[config.mk]
export PLATFORM = sky130hd
export DESIGN_NAME = multicycle_ctrl
export DESIGN_NICKNAME = d
export VERILOG_FILES = /design/src/rtl/ctrl_pkg.sv /design/src/rtl/ctrl_out_dec.sv /design/src/rtl/multicycle_ctrl.sv
export SDC_FILE = /design/constraint.sdc
export NUM_CORES = 1
export LEC_CHECK = 0
export ABC_AREA = 1
export CORE_UTILIZATION = 39
export DETAILED_ROUTE_END_ITERATION = 6
export GPL_ROUTABILITY_DRIVEN = 0
export PLACE_DENSITY = 0.85
export SYNTH_ARGS = -nofsm -noshare
export SYNTH_HDL_FRONTEND = slang
export SYNTH_SLANG_ARGS = --single-unit
[constraint.sdc]
create_clock -name clk -period 1.15 [get_ports clk]
set_input_delay 0.1725 -clock clk [delete_from_list [all_inputs] [get_ports clk]]
set_output_delay 0.1725 -clock clk [all_outputs]
set_load 0.02 [all_outputs]
[src/rtl/ctrl_pkg.sv]
// ctrl_pkg: shared constants for the multicycle RV32I controller.
//   - state encodings (FETCH encodes as 0 so a zeroed state_o reads as FETCH)
//   - supported opcode values
//   - mux/ALU select field encodings
//   - ctrl_t: the decoded control word produced per state
package ctrl_pkg;

  // State encodings
  localparam logic [3:0] FETCH     = 4'd0;
  localparam logic [3:0] DECODE    = 4'd1;
  localparam logic [3:0] MEM_ADDR  = 4'd2;
  localparam logic [3:0] MEM_READ  = 4'd3;
  localparam logic [3:0] MEM_WB    = 4'd4;
  localparam logic [3:0] MEM_WRITE = 4'd5;
  localparam logic [3:0] EXEC_R    = 4'd6;
  localparam logic [3:0] EXEC_I    = 4'd7;
  localparam logic [3:0] ALU_WB    = 4'd8;
  localparam logic [3:0] BRANCH    = 4'd9;
  localparam logic [3:0] JAL       = 4'd10;
  localparam logic [3:0] LUI       = 4'd11;

  // Opcodes
  localparam logic [6:0] OP_R   = 7'b0110011;
  localparam logic [6:0] OP_I   = 7'b0010011;
  localparam logic [6:0] OP_LW  = 7'b0000011;
  localparam logic [6:0] OP_SW  = 7'b0100011;
  localparam logic [6:0] OP_BEQ = 7'b1100011;
  localparam logic [6:0] OP_JAL = 7'b1101111;
  localparam logic [6:0] OP_LUI = 7'b0110111;

  // Select encodings
  localparam logic       ADR_PC     = 1'b0;
  localparam logic       ADR_ALUOUT = 1'b1;

  localparam logic [1:0] A_PC    = 2'b00;
  localparam logic [1:0] A_OLDPC = 2'b01;
  localparam logic [1:0] A_REGA  = 2'b10;
  localparam logic [1:0] A_ZERO  = 2'b11;

  localparam logic [1:0] B_REGB = 2'b00;
  localparam logic [1:0] B_IMM  = 2'b01;
  localparam logic [1:0] B_FOUR = 2'b10;

  localparam logic [1:0] ALU_ADD   = 2'b00;
  localparam logic [1:0] ALU_SUB   = 2'b01;
  localparam logic [1:0] ALU_FUNCT = 2'b10;

  localparam logic [1:0] RES_ALUOUT    = 2'b00;
  localparam logic [1:0] RES_DATA      = 2'b01;
  localparam logic [1:0] RES_ALURESULT = 2'b10;

  typedef struct packed {
    logic       pc_write;
    logic       branch;
    logic       ir_write;
    logic       reg_write;
    logic       mem_write;
    logic       adr_src;
    logic [1:0] alu_src_a;
    logic [1:0] alu_src_b;
    logic [1:0] alu_op;
    logic [1:0] result_src;
  } ctrl_t;

  function automatic logic is_legal(input logic [6:0] op);
    return (op == OP_R) || (op == OP_I) || (op == OP_LW) || (op == OP_SW) ||
           (op == OP_BEQ) || (op == OP_JAL) || (op == OP_LUI);
  endfunction

endpackage

[src/rtl/ctrl_out_dec.sv]
// ctrl_out_dec: combinational state -> control word decoder.
//   state_i      current FSM state
//   mem_ready_i  memory handshake (FETCH commits IR and PC only when ready)
//   ctrl_o       decoded strobes and selects; unlisted fields are 0
module ctrl_out_dec
  import ctrl_pkg::*;
#(
  parameter int ST_W = 4
) (
  input  logic [ST_W-1:0] state_i,
  input  logic            mem_ready_i,
  output ctrl_t           ctrl_o
);

  always_comb begin
    ctrl_o = '0;
    case (state_i)
      FETCH: begin
        ctrl_o.adr_src    = ADR_PC;
        ctrl_o.alu_src_a  = A_PC;
        ctrl_o.alu_src_b  = B_FOUR;
        ctrl_o.alu_op     = ALU_ADD;
        ctrl_o.result_src = RES_ALURESULT;
        ctrl_o.ir_write   = mem_ready_i;
        ctrl_o.pc_write   = mem_ready_i;
      end
      DECODE: begin
        // Precompute branch/jump target into ALUOut
        ctrl_o.alu_src_a = A_OLDPC;
        ctrl_o.alu_src_b = B_IMM;
        ctrl_o.alu_op    = ALU_ADD;
      end
      MEM_ADDR: begin
        ctrl_o.alu_src_a = A_REGA;
        ctrl_o.alu_src_b = B_IMM;
        ctrl_o.alu_op    = ALU_ADD;
      end
      MEM_READ: begin
        ctrl_o.adr_src = ADR_ALUOUT;
      end
      MEM_WB: begin
        ctrl_o.result_src = RES_DATA;
        ctrl_o.reg_write  = 1'b1;
      end
      MEM_WRITE: begin
        // Strobe held for every wait cycle until memory accepts
        ctrl_o.adr_src   = ADR_ALUOUT;
        ctrl_o.mem_write = 1'b1;
      end
      EXEC_R: begin
        ctrl_o.alu_src_a = A_REGA;
        ctrl_o.alu_src_b = B_REGB;
        ctrl_o.alu_op    = ALU_FUNCT;
      end
      EXEC_I: begin
        ctrl_o.alu_src_a = A_REGA;
        ctrl_o.alu_src_b = B_IMM;
        ctrl_o.alu_op    = ALU_FUNCT;
      end
      ALU_WB: begin
        ctrl_o.result_src = RES_ALUOUT;
        ctrl_o.reg_write  = 1'b1;
      end
      BRANCH: begin
        ctrl_o.alu_src_a  = A_REGA;
        ctrl_o.alu_src_b  = B_REGB;
        ctrl_o.alu_op     = ALU_SUB;
        ctrl_o.result_src = RES_ALUOUT;
        ctrl_o.branch     = 1'b1;
      end
      JAL: begin
        // ALU computes OldPC+4 for rd while PC loads target from ALUOut
        ctrl_o.alu_src_a  = A_OLDPC;
        ctrl_o.alu_src_b  = B_FOUR;
        ctrl_o.alu_op     = ALU_ADD;
        ctrl_o.result_src = RES_ALUOUT;
        ctrl_o.pc_write   = 1'b1;
      end
      LUI: begin
        ctrl_o.alu_src_a = A_ZERO;
        ctrl_o.alu_src_b = B_IMM;
        ctrl_o.alu_op    = ALU_ADD;
      end
      default: ctrl_o = '0;
    endcase
  end

endmodule

[src/rtl/multicycle_ctrl.sv]
// multicycle_ctrl: Moore FSM sequencing the multicycle RV32I datapath.
//   clk, rst         rising-edge clock, synchronous active-low reset
//   opcode_i         instr[6:0] from IR buffer
//   zero_i           ALU zero flag (only affects pc_en_o)
//   mem_ready_i      memory access completes this cycle
//   pc_en_o ..       datapath strobes and selects
//   illegal_o        pulse in DECODE on an unsupported opcode
//   state_o          current state for debug
// All outputs are forced to 0 while rst is low.
module multicycle_ctrl
  import ctrl_pkg::*;
#(
  parameter int OP_W = 7,
  parameter int ST_W = 4
) (
  input  logic            clk,
  input  logic            rst,
  input  logic [OP_W-1:0] opcode_i,
  input  logic            zero_i,
  input  logic            mem_ready_i,
  output logic            pc_en_o,
  output logic            ir_write_o,
  output logic            reg_write_o,
  output logic            mem_write_o,
  output logic            adr_src_o,
  output logic [1:0]      alu_src_a_o,
  output logic [1:0]      alu_src_b_o,
  output logic [1:0]      alu_op_o,
  output logic [1:0]      result_src_o,
  output logic            illegal_o,
  output logic [ST_W-1:0] state_o
);

  logic [ST_W-1:0] state_q, state_d;
  ctrl_t           ctrl;
  logic            op_legal;

  assign op_legal = is_legal(opcode_i);

  always_comb begin
    state_d = FETCH;
    case (state_q)
      FETCH:    state_d = mem_ready_i ? DECODE : FETCH;
      DECODE: begin
        case (opcode_i)
          OP_LW, OP_SW: state_d = MEM_ADDR;
          OP_R:         state_d = EXEC_R;
          OP_I:         state_d = EXEC_I;
          OP_BEQ:       state_d = BRANCH;
          OP_JAL:       state_d = JAL;
          OP_LUI:       state_d = LUI;
          default:      state_d = FETCH;
        endcase
      end
      MEM_ADDR:  state_d = (opcode_i == OP_LW) ? MEM_READ : MEM_WRITE;
      MEM_READ:  state_d = mem_ready_i ? MEM_WB : MEM_READ;
      MEM_WB:    state_d = FETCH;
      MEM_WRITE: state_d = mem_ready_i ? FETCH : MEM_WRITE;
      EXEC_R:    state_d = ALU_WB;
      EXEC_I:    state_d = ALU_WB;
      ALU_WB:    state_d = FETCH;
      BRANCH:    state_d = FETCH;
      JAL:       state_d = ALU_WB;
      LUI:       state_d = ALU_WB;
      default:   state_d = FETCH; // unused encodings recover
    endcase
  end

  always_ff @(posedge clk) begin
    if (!rst) state_q <= FETCH;
    else      state_q <= state_d;
  end

  ctrl_out_dec #(.ST_W(ST_W)) u_dec (
    .state_i     (state_q),
    .mem_ready_i (mem_ready_i),
    .ctrl_o      (ctrl)
  );

  // Gating with rst kills any in-flight strobe the same cycle reset asserts
  assign pc_en_o      = rst & (ctrl.pc_write | (ctrl.branch & zero_i));
  assign ir_write_o   = rst & ctrl.ir_write;
  assign reg_write_o  = rst & ctrl.reg_write;
  assign mem_write_o  = rst & ctrl.mem_write;
  assign adr_src_o    = rst & ctrl.adr_src;
  assign alu_src_a_o  = rst ? ctrl.alu_src_a  : 2'b00;
  assign alu_src_b_o  = rst ? ctrl.alu_src_b  : 2'b00;
  assign alu_op_o     = rst ? ctrl.alu_op     : 2'b00;
  assign result_src_o = rst ? ctrl.result_src : 2'b00;
  assign illegal_o    = rst & (state_q == DECODE) & ~op_legal;
  assign state_o      = rst ? state_q : '0;

endmodule

==> results of run 1 <==
-- synthesized netlist by cell type --
library cell  count  area share, %
a31oi_1           3            3.2
nand2_2           3            3.2
nor2_1           20             13
buf_6             1            1.9
inv_2             7            4.5
clkinv_1          1           0.64
nand2_1          42             27
inv_1            18             12
nand3_1           7            6.0
a21oi_1           5            4.3
nor2_2            4            4.3
nand4_1           2            2.2
nand3_2           1            1.7
nor3_1            3            2.6
dfxtp_1           4             14
-- logic make-up after synthesis --
| logic type | count (synthesis) |
|---|---|
| compound gates | 8 |
| flops | 4 |
| simple gates | 82 |
| buf+inv | 27 |
-- metrics by stage --
stage	setup slack, ns	setup TNS (ns)	cells	cell area [um^2]
floorplan	-0.0634	-0.0878	121	643
CTS	-0.373	-4.64	203	1280
global placement	-0.729	-12.27	195	1170
detailed placement	-0.798	-12.92	195	1170
-- repair_timing --
action | 4_1_cts
endpoints found under the setup margin | 22
setup buffers | 5
gates resized for setup | 117
pin swaps | 14
==> impl_summary.txt, run 1 <==
----------------------------------------------------
[Clock tree]
  Cts bufs inserted ... 3
  H-tree depth reported by CTS ... 1
  Sink Count ... 4
  Buffer type at the clock tree root ... clkbuf_4
  Hold buffer count at CTS ... 0
  Buffers from clock root to sink, at most ... 2

[Placement]
  HPWL reported at the end of detailed placement ... between 1500 and 2000 um
  Port Buffers ... 28

[Synthesis]
  Cell count after synthesis ... ~120
  Area share of xor/xnor cells in the synthesized design ... 0%
  Complex-gate fraction of the synthesized area ... 7.53%
  Simple-gate share of the synthesized area ... 60.0%
  Synthesized cell area ... 582 um^2
  Synthesized netlist net count ... 132
  Distinct cell type count of the synthesized netlist ... 15
  Post-synthesis sequential area ratio ... 13.8%
  YS warnings ... 0
  Adder-cell share of the synthesized area ... 0%
  Flop and latch count out of synthesis ... 4
  Multiplexer share of the synthesized area ... 0%
  Dominant combinational cell family by area after synthesis ... simple AND/OR/NAND/NOR gates
  Synth Area per Inst ... 4.81 um^2

[GRT]
  Pin count of the biggest net entering global routing ... 10

[Timing]
  Worst_ep grt ... pc_en_o
  Kind of the worst endpoint ... primary output

[Outcome]
  Run status ... aborted with a tool error
  Tool error message ... [ERROR DPL-0038] Utilization greater than 100%, impossible to legalize
  Stage where the flow stopped ... 5_1_grt

[Floorplan]
  Floorplan die height ... between 40 and 50 um
  Rows ... 13
  Initial Utilization ... 43.1%
  Horizontal die dimension ... 40.6 um
  IO Count ... 29

----------------------------------------------------
==> run 2, diff against run 1 <==
--- a/config.mk
+++ b/config.mk
@@ -6,10 +6,11 @@
 export NUM_CORES = 1
 export LEC_CHECK = 0
 export ABC_AREA = 1
-export CORE_UTILIZATION = 39
+export CORE_AREA = 2 2 63 65
 export DETAILED_ROUTE_END_ITERATION = 6
+export DIE_AREA = 0 0 65 67
 export GPL_ROUTABILITY_DRIVEN = 0
-export PLACE_DENSITY = 0.85
+export PLACE_DENSITY_LB_ADDON = 0.15
 export SYNTH_ARGS = -nofsm -noshare
 export SYNTH_HDL_FRONTEND = slang
 export SYNTH_SLANG_ARGS = --single-unit
==> run 2 against run 1 <==
Effect of this change: the flow now finishes, with violations (negative setup slack); synthesized cell count did not move; area after synthesis did not move.
==> impl_summary.txt, run 2 <==
----------------------------------------------------
[Outcome]
  Run status ... finished with violations
  Failing checks ... negative setup slack

[Synthesis]
  Synthesized netlist net count ... 132
  Synth Area per Inst ... roughly 4.8 um^2
  Distinct cell type count of the synthesized netlist ... 15
  Most common cell in the synthesized netlist ... nand2_1
  Largest area contributor in the netlist ... nand2_1
  Cell count after synthesis ... around 120
  Post-synth EDFFs ... 0
  Prevailing post-synth register cell ... dfxtp_1
  Post-synthesis sequential area ratio ... 13.8%
  Yosys top cell area share ... between 20% and 30%
  Async SR Flop Fraction ... 0%
  Most numerous cell types in the synthesized netlist ... nand2_1, nor2_1, inv_1, inv_2, nand3_1
  Synthesized cell area ... slightly below 600 um^2
  Flop and latch count out of synthesis ... 4
  Leading cell types by total area after synthesis ... nand2_1, dfxtp_1, nor2_1
  YS warnings ... 0

[Worst setup path]
  CP max stage cell ... dfxtp_4
  Worst path cell trace ... inv_4, nor2_4, inv_2, nor2_4, nand2_2, a31oi_4, buf_6
  Most Frequent Cell on Critical Path ... nor2_4
  Worst Setup Path Type ... reg2out
  Data arrival, critical path ... approximately 1.3 ns
  Startpoint Class ... register
  Largest fanout on the critical path ... 4
  Required time reported for the critical path endpoint ... 0.98 ns
  Worst path top cell family by delay ... flip-flops
  Delay of the slowest cell on the worst path ... 0.36 ns
  Number of buffers and inverters on the critical path ... 3
  Sort of element at the end of the critical path ... output port

[Floorplan]
  IO Count ... 29
  Die ar. ... 0.00436 mm^2
  Horizontal die dimension ... 65 um
  Floorplan die height ... 67 um
  Initial Utilization ... ~16%
  Rows ... 22
  Core Region ... 0.00361 mm^2

[Timing]
  Setup TNS Final ... -3.64 ns
  Worst setup skew after layout ... 0.00121 ns
  Max Transition Viols Final ... 0
  Actual slew at the worst max-slew pin ... 0.284 ns
  Number of failing hold endpoints at the final stage ... 0
  Final setup violation count ... 18
  Max Fclk ... 674 MHz
  RSZ-0062 raised after global routing ... true
  Tcrit/Tclk final ... 129%
  Rel. slew slack ... 81.0%
  Crit path setup slack, layout ... -0.333 ns
  Final Critical Period ... 1.48 ns

[Final layout]
  Final Util ... 43.9%
  Ant diodes ... 0
  Top Registers ... state_q: 4 flops
  Most common cell after layout, fill and taps aside ... buf_4
  Fin nets ... 206
  Number of cells in the finished layout apart from fillers ... 241
  Number of flip-flops under the largest register name ... 4
  Register with the highest flop count ... state_q
  Commonest cells after routing, fill and taps aside ... buf_4, nand2_1, buf_6
  Layout cells sized above 1 ... 65.8%
  Layout overhead on the synthesized area ... 172%

[Power and ir drop]
  VDD IR-drop max ... between 0.0002 and 0.00025 V
  Leakage power of the design ... 0.000816 uW
  Final Total Pwr ... 696 uW
  Total power divided by cell area ... around 440 mW/mm^2

[Placement]
  Placed cell count ... 226
  Port Buffers ... 28
  HPWL reported at the end of detailed placement ... 1760 um

[Route]
  Number of DRC markers in iteration 0 ... 12
  First-pass iteration count of the detailed router ... 2
  Total wirelength of the detailed-routed design ... around 2400 um
  Routed WL per cell ... 9.88 um
  Detail Route Antenna Nets ... 0
  Residual DRC count ... 0
  Per-cell via count in the routed design ... 4.07
  Via count of the routed design ... 982

[GRT]
  Number of antenna violations at the first check in global routing ... 0
  Via count of the first global-routing pass ... about 930
  Pin count of the biggest net entering global routing ... 11
  GRT Util Overall ... 11.1%
  Global-route wire length before repair ... 3770 um
  Residual overflow from global routing ... 0

[Clock tree]
  Buffer type at the clock tree root ... clkbuf_8
  Clock latency of the later-clocked register in the worst-skew pair ... between 0.2 and 0.25 ns
  TritonCTS clock tree ... yes
  Buffers from clock root to sink, at most ... 2
  Hold buffer count at CTS ... 0
  Cts bufs inserted ... 3
  H-tree depth reported by CTS ... 1
  Clock slew at reported path FFs ... 0.03 ns
  Sink Count ... 4

[Job]
  Count of maximum capacitance violations ... 0

[Worst hold path]
  Hold Crit Class ... in2reg

----------------------------------------------------
run 2: per-layer routing:
metal	up-vias	share of wire [%]	global-route usage, %	wire length, um
met5	-	0	0	0
met3	3	2.6	1.01	62
met4	0	0.92	5.59	22
met2	22	55	20.7	1320
li1	518	-	-	-
met1	439	41	12.4	975
run 2: where the power goes:
group          internal, uW  switching, uW
Sequential              135           4.92
Combinational           134            132
Clock                   223           67.2
Total                   492            205
run 2: worst reg2reg max path: cells and delay by family, from the launching register on:
kind | cells | cell delay (ns)
buf+inv | 5 | 0.44
flops | 1 | 0.36
simple gates | 3 | 0.24
compound gates | 1 | 0.11
run 2: logic make-up after synthesis:
group                  after synthesis  synth area share (%)
and+or+nand+nor                     82                  60.0
buffers and inverters               27                  18.7
AOI/OAI and AO/OA                    8                  7.53
DFF                                  4                  13.8
run 2: repair_timing:
action                     4_1_cts  5_1_grt
hold endpoints to repair         0        0
cloned                           0        1
setup buffers                   10        2
pin swaps                       23        8
gates resized for setup        133       44
setup endpoints to repair       22       22
run 2: final timing paths:
kind         slack, ns        from  depth (start not counted)          to
max              -0.33  state_q[3]                          7     pc_en_o
min               0.50         rst                          4  state_q[0]
max reg2reg      -0.08  state_q[3]                          9  state_q[3]
min reg2reg       0.65  state_q[1]                          3  state_q[3]
run 2: stage by stage:
stage	worst slack [ns]	cell area (um^2)	hold WS, ns
after global placement	-0.746	1210	0.657
final	-0.333	1580	0.501
after global routing	-0.417	1580	0.529
after CTS	-0.342	1410	0.503
after floorplan	-0.0634	643	0.377
after detailed placement	-0.777	1210	0.654
run 2: final cells by class:
cell class              count  area [um^2]
inverters                  26          101
multi-input cells          90          646
well taps                  48         60.1
clock buffers               3         41.3
fillers                   364         2020
flip-flops and latches      4         95.1
repair buffers             70          639
No activity file was read; power rests on OpenSTA's default activity.
==> run 3, diff against run 2 <==
--- a/config.mk
+++ b/config.mk
@@ -5,7 +5,6 @@
 export SDC_FILE = /design/constraint.sdc
 export NUM_CORES = 1
 export LEC_CHECK = 0
-export ABC_AREA = 1
 export CORE_AREA = 2 2 63 65
 export DETAILED_ROUTE_END_ITERATION = 6
 export DIE_AREA = 0 0 65 67
==> run 3 against run 2 <==
Effect of this change: the flow still finishes with violations (negative setup slack); final cell count decreased by 14%; non-clock buffer count increased by 2; register-to-register slack worse by 0.14 ns; die area is the same; sequential power about the same; setup slack worse by 0.082 ns; clock power up 9.3%; clock skew up 0.0020 ns; critical path type is now in2out; critical endpoint is now illegal_o; largest cell class unchanged; largest power group unchanged.
==> impl_summary.txt, run 3 <==
----------------------------------------------------
[Timing]
  Number of failing hold endpoints at the final stage ... 0
  Crit path setup slack, layout ... -0.415 ns
  RSZ-0062 raised after global routing ... true
  Max Fclk ... roughly 640 MHz
  Worst setup skew after layout ... around 0.0032 ns
  Final setup violation count ... 22
  Rel. slew slack ... 77.2%
  Max Transition Viols Final ... 0
  Worst-case hold slack ... approximately 0.48 ns
  Final Critical Period ... 1.57 ns
  Actual slew at the worst max-slew pin ... 0.343 ns
  Tcrit/Tclk final ... 136%

[Worst setup path]
  Data arrival, critical path ... 1.39 ns
  Worst Setup Path Type ... in2out
  Largest fanout on the critical path ... 3
  Required time reported for the critical path endpoint ... 0.98 ns
  Startpoint Class ... input port
  Sort of element at the end of the critical path ... output port

[Route]
  Detail Route Antenna Nets ... 0
  Total wirelength of the detailed-routed design ... 2630 um
  Via count of the routed design ... 903
  Per-cell via count in the routed design ... 4.36
  Routed WL per cell ... 12.7 um
  First-pass iteration count of the detailed router ... 4
  Number of DRC markers in iteration 0 ... 14
  Residual DRC count ... 0

[Final layout]
  Combined flip-flop and latch cell area ... 95.1 um^2
  Commonest cells after routing, fill and taps aside ... buf_4, buf_6, nor2_4, dlygate4sd2_1
  Multi-input gate area in the final layout ... 738 um^2
  Number of flip-flops under the largest register name ... 4
  Filler cell count in the final layout ... 369
  Final Cell Area ... approximately 0.0016 mm^2
  Layout cells sized above 1 ... a little under three quarters
  Fin nets ... 171
  Most common cell after layout, fill and taps aside ... buf_4
  Layout overhead on the synthesized area ... 163%
  Top Registers ... state_q: 4 flops
  Register with the highest flop count ... state_q
  Number of cells in the finished layout apart from fillers ... 207
  Ant diodes ... 0

[Synthesis]
  Flop and latch count out of synthesis ... 4
  Async SR Flop Fraction ... 0%
  Synth Area per Inst ... ~7 um^2
  Leading cell types by total area after synthesis ... dfxtp_1, nand2b_1, nor2_1
  Post-synth EDFFs ... 0
  Complex-gate fraction of the synthesized area ... 21.3%
  Cell count after synthesis ... 88
  Simple-gate share of the synthesized area ... 51.8%
  Most common cell in the synthesized netlist ... nand2b_1
  Adder-cell share of the synthesized area ... 0%
  Synthesized netlist net count ... 99
  Post-synthesis sequential area ratio ... 13.0%
  YS warnings ... 0
  Multiplexer share of the synthesized area ... 3.25%
  Synthesized cell area ... a little over 600 um^2
  Yosys top cell area share ... a little over an eighth
  Prevailing post-synth register cell ... dfxtp_1
  Dominant combinational cell family by area after synthesis ... simple AND/OR/NAND/NOR gates
  Largest area contributor in the netlist ... dfxtp_1
  Distinct cell type count of the synthesized netlist ... 36
  Most numerous cell types in the synthesized netlist ... nand2b_1, nor2_1, nand2_1
  Area share of xor/xnor cells in the synthesized design ... 2.85%

[Outcome]
  Failing checks ... negative setup slack
  Run status ... finished with violations

[Clock tree]
  H-tree depth reported by CTS ... 1
  TritonCTS clock tree ... yes
  Cts bufs inserted ... 3
  Hold buffer count at CTS ... 0
  Sink Count ... 4
  Clock latency of the later-clocked register in the worst-skew pair ... roughly 0.22 ns
  Clock slew at reported path FFs ... 0.03 ns
  Buffers from clock root to sink, at most ... 2
  Buffer type at the clock tree root ... clkbuf_8

[Job]
  Count of maximum capacitance violations ... 0

[Placement]
  HPWL reported at the end of detailed placement ... 1850 um
  Port Buffers ... 28
  DP Worst Slack ... -0.916 ns
  Placed cell count ... 195
  Cell Area, Placed ... 0.00128 mm^2

[GRT]
  Global-route wire length before repair ... about 4300 um
  Via count of the first global-routing pass ... 957
  Residual overflow from global routing ... 0
  Pin count of the biggest net entering global routing ... 9
  GRT Util Overall ... 12.6%
  Number of antenna violations at the first check in global routing ... 0

[Floorplan]
  Floorplan die height ... 67 um
  Horizontal die dimension ... 65 um
  IO Count ... 29
  Die ar. ... ~0.0044 mm^2
  Core Region ... 0.00361 mm^2
  Initial Utilization ... 17.1%
  Rows ... 22

[Power and ir drop]
  VDD IR-drop max ... around 0.00027 V
  Final Total Pwr ... 772 uW
  Total power divided by cell area ... 476 mW/mm^2
  Leakage power of the design ... 0.000687 uW

[Worst hold path]
  Hold Crit Class ... in2reg

----------------------------------------------------
[run 3: cell types whose count changed after synthesis, sizes merged, moves of 5 or more]
cell / before / now
and2: 0 / 5
inv: 25 / 3
nand3: 8 / 1
nor2: 24 / 9
nand2: 45 / 6
and3: 0 / 5
nand2b: 0 / 10
[run 3: cell families after synthesis]
family          Yosys count
simple gates             52
compound gates           20
mux                       2
buf+inv                   8
xor+xnor                  2
flops                     4
[run 3: worst paths after layout]
check | cells past startpoint | start | end | slack (ns)
max reg2reg | 5 | state_q[2] | state_q[0] | -0.22
min reg2reg | 3 | state_q[3] | state_q[0] | 0.78
max | 5 | opcode_i[5] | illegal_o | -0.42
min | 5 | mem_ready_i | state_q[0] | 0.48
[run 3: power by group]
| group | total (uW) | leakage (uW) | switching (uW) | internal (uW) |
|---|---|---|---|---|
| Sequential | 141 | 0.0000355 | 6.20 | 135 |
| Combinational | 314 | 0.000628 | 138 | 176 |
| Clock | 317 | 0.0000228 | 79.9 | 237 |
| Total | 772 | 0.000687 | 224 | 548 |
[run 3: layout make-up]
| type | instances | share of cell area, % |
|---|---|---|
| multi-input cells | 76 | 45.5 |
| repair buffers | 72 | 40.5 |
| flip-flops and latches | 4 | 5.86 |
| well taps | 48 | 3.70 |
| clock buffers | 4 | 2.78 |
| inverters | 3 | 1.62 |
[run 3: through the flow]
stage	utilization [%]	setup TNS [ns]
2_1_floorplan	-	-0.242
3_3_place_gp	35.4	-13.98
3_5_place_dp	35.4	-14.65
4_1_cts	41.9	-5.00
5_1_grt	45.0	-6.42
6_report	45.0	-5.18
[run 3: routing by layer]
metal	part of all wire (%)	vias up	wire (um)	track usage, %
met4	1.5	0	40	4.79
li1	-	463	-	-
met1	41	412	1080	13.5
met3	3.2	5	84	1.18
met2	54	23	1430	25.3
met5	0	-	0	0
[run 3: worst max-delay path, cell delays in order]
cell	delay, ns
clkdlybuf4s50_1	0.51
a21boi_1	0.09
o32ai_2	0.32
a31oi_2	0.13
buf_4	0.17
[run 3: repair_timing]
| action | in CTS | in global routing |
|---|---|---|
| resized for setup | 139 | 28 |
| pin swaps | 13 | 16 |
| buffers inserted | 6 | 5 |
| endpoints found under the setup margin | 22 | 22 |
==> RTL change, RTL diff (flow settings as in run 2) <==
`ST_W` is set to 4 in 2 places; all go to 5.
--- a/src/rtl/ctrl_out_dec.sv
+++ b/src/rtl/ctrl_out_dec.sv
@@ -5,7 +5,7 @@
 module ctrl_out_dec
   import ctrl_pkg::*;
 #(
-  parameter int ST_W = 4
+  parameter int ST_W = 5
 ) (
   input  logic [ST_W-1:0] state_i,
   input  logic            mem_ready_i,
--- a/src/rtl/multicycle_ctrl.sv
+++ b/src/rtl/multicycle_ctrl.sv
@@ -11,7 +11,7 @@
   import ctrl_pkg::*;
 #(
   parameter int OP_W = 7,
-  parameter int ST_W = 4
+  parameter int ST_W = 5
 ) (
   input  logic            clk,
   input  logic            rst,
Interface: changed (resized state_o); port bits go from 29 to 30. No check against the original RTL was run, so the function may have changed too.
==> RTL change against run 2 <==
  * The run still ends with setup timing left
  * Sequential cell count is the same
  * Non-clock buffer count shrank 6
  * Total power is essentially flat
  * Cell area shrank 10%
  * Worst setup slack gained 0.013 ns
  * Maximum frequency grew 0.89%
  * Wire length shrank 8.5%
  * Clock power grew 3%
  * Combinational power shrank 4%
  * Area after synthesis grew 1.9%
==> RTL change: results (changes against run 2) <==
Outcome = complete, but fails checks
Violated checks = setup timing
Layout area overhead = 140%
GRT met1 Usage = 13.7% (+1.2 points)
Fin Setup TNS = -3.96 ns (-0.318 ns)
Crit path max fanout = 5 (+1)
Placed instance area = 1180 sq um (-2.6%)
Unique masters post-synth = 17 (+2)
Multi-input logic area = 568 sq um (-12%)
Vias in the first global route = 972 (+4.9%)
Routed length per instance = 9.23 um (-6.5%)
Pin count of the biggest net entering global routing = 10 (-1)
Sw power = 208 uW (+1.5%)
Critical R2R Capture = state_q[0]$_SDFF_PN0_
Met2 Resource Use GR = 21.1% (+0.39 points)
Non-clock buffer count in the final layout = 64 (-8.6%)
Dpl hpwl = 1770 um (+0.69%)
Net Count, Synth = 134 (+1.5%)
Reg2reg setup slack = -0.17 ns (-0.09 ns)
Final WS setup = -0.320 ns (+0.0131 ns)
Global-route wire length before repair = 4020 um (+6.8%)
GRT Resource Usage Total = 11.8% (+0.71 points)
R2R depth = 8 (-1)
Worst setup startpoint = state_q[2]$_SDFF_PN0_
Sequential portion of the cell area = 6.68% (+0.67 points)
Fillers = 401 (+10%)
Fin nets = 201 (-2.4%)
Via/cell ratio = 4.01 (-1.6%)
Clock power share = 43.1% (+1.5 points)
Non-Filler Instances = 236 (-2.1%)
Router iterations before antenna repair = 4 (+2)
DR iter-0 viols = 29 (+17)
Cells after DPL = 224 (-0.88%)
Synthesized cell area = 593 sq um (+1.9%)
Routed met3 length = 67 um (+8.1%)
Setup Skew = 0.00102 ns (-0.000191 ns)
Post-CTS Setup Inserts = 8 (-2)
Top post-synthesis cells by area = nand2_1 (27%), dfxtp_1 (14%), nor2_1 (13%), inv_1 (11%), nand3_1 (5.9%)
Final Setup Violations = 18 (unchanged)
Met2 WL post-DR = 1090 um (-17%)
Sequential fraction of the synthesis area = 13.5% (-0.26 points)
CTS resizes = 126 (-5.3%)
Combinational Power Share = 36.7% (-1.5 points)
Peak VDD IR = 0.000345 V (+69%)
Place WS = -0.785 ns (-0.00817 ns)
Share of layout cells above drive strength 1 = 59.6% (-6.2 points)
## RTL change: how the worst min path moves through the flow
| stage | endpoint | slack, ns | cells after the start |
|---|---|---|---|
| finish | state_q[2]$_SDFF_PN0_ | 0.47 | 4 |
| global route | state_q[1]$_SDFF_PN0_ | 0.52 | 4 |
| CTS | state_q[1]$_SDFF_PN0_ | 0.50 | 4 |
| detailed placement | state_q[3]$_SDFF_PN0_ | 0.69 | 3 |
| global placement | state_q[3]$_SDFF_PN0_ | 0.67 | 3 |
| floorplan | state_q[2]$_SDFF_PN0_ | 0.38 | 4 |
## RTL change: critical path, stage by stage, from the launching register on
cell	delay, ns
dfxtp_4	0.36
nor2_4	0.13
nand4_1	0.15
buf_4	0.18
a31oi_4	0.12
buf_6	0.13
## RTL change: cells by family (layout without fill, tap and decap cells)
logic type      count (synthesis)  after routing  synth area share, %
flops                           4              4                 13.5
other cells                     1              1                0.632
compound gates                  8              8                 7.38
simple gates                   82             82                 58.9
buf+inv                        28             93                 19.6
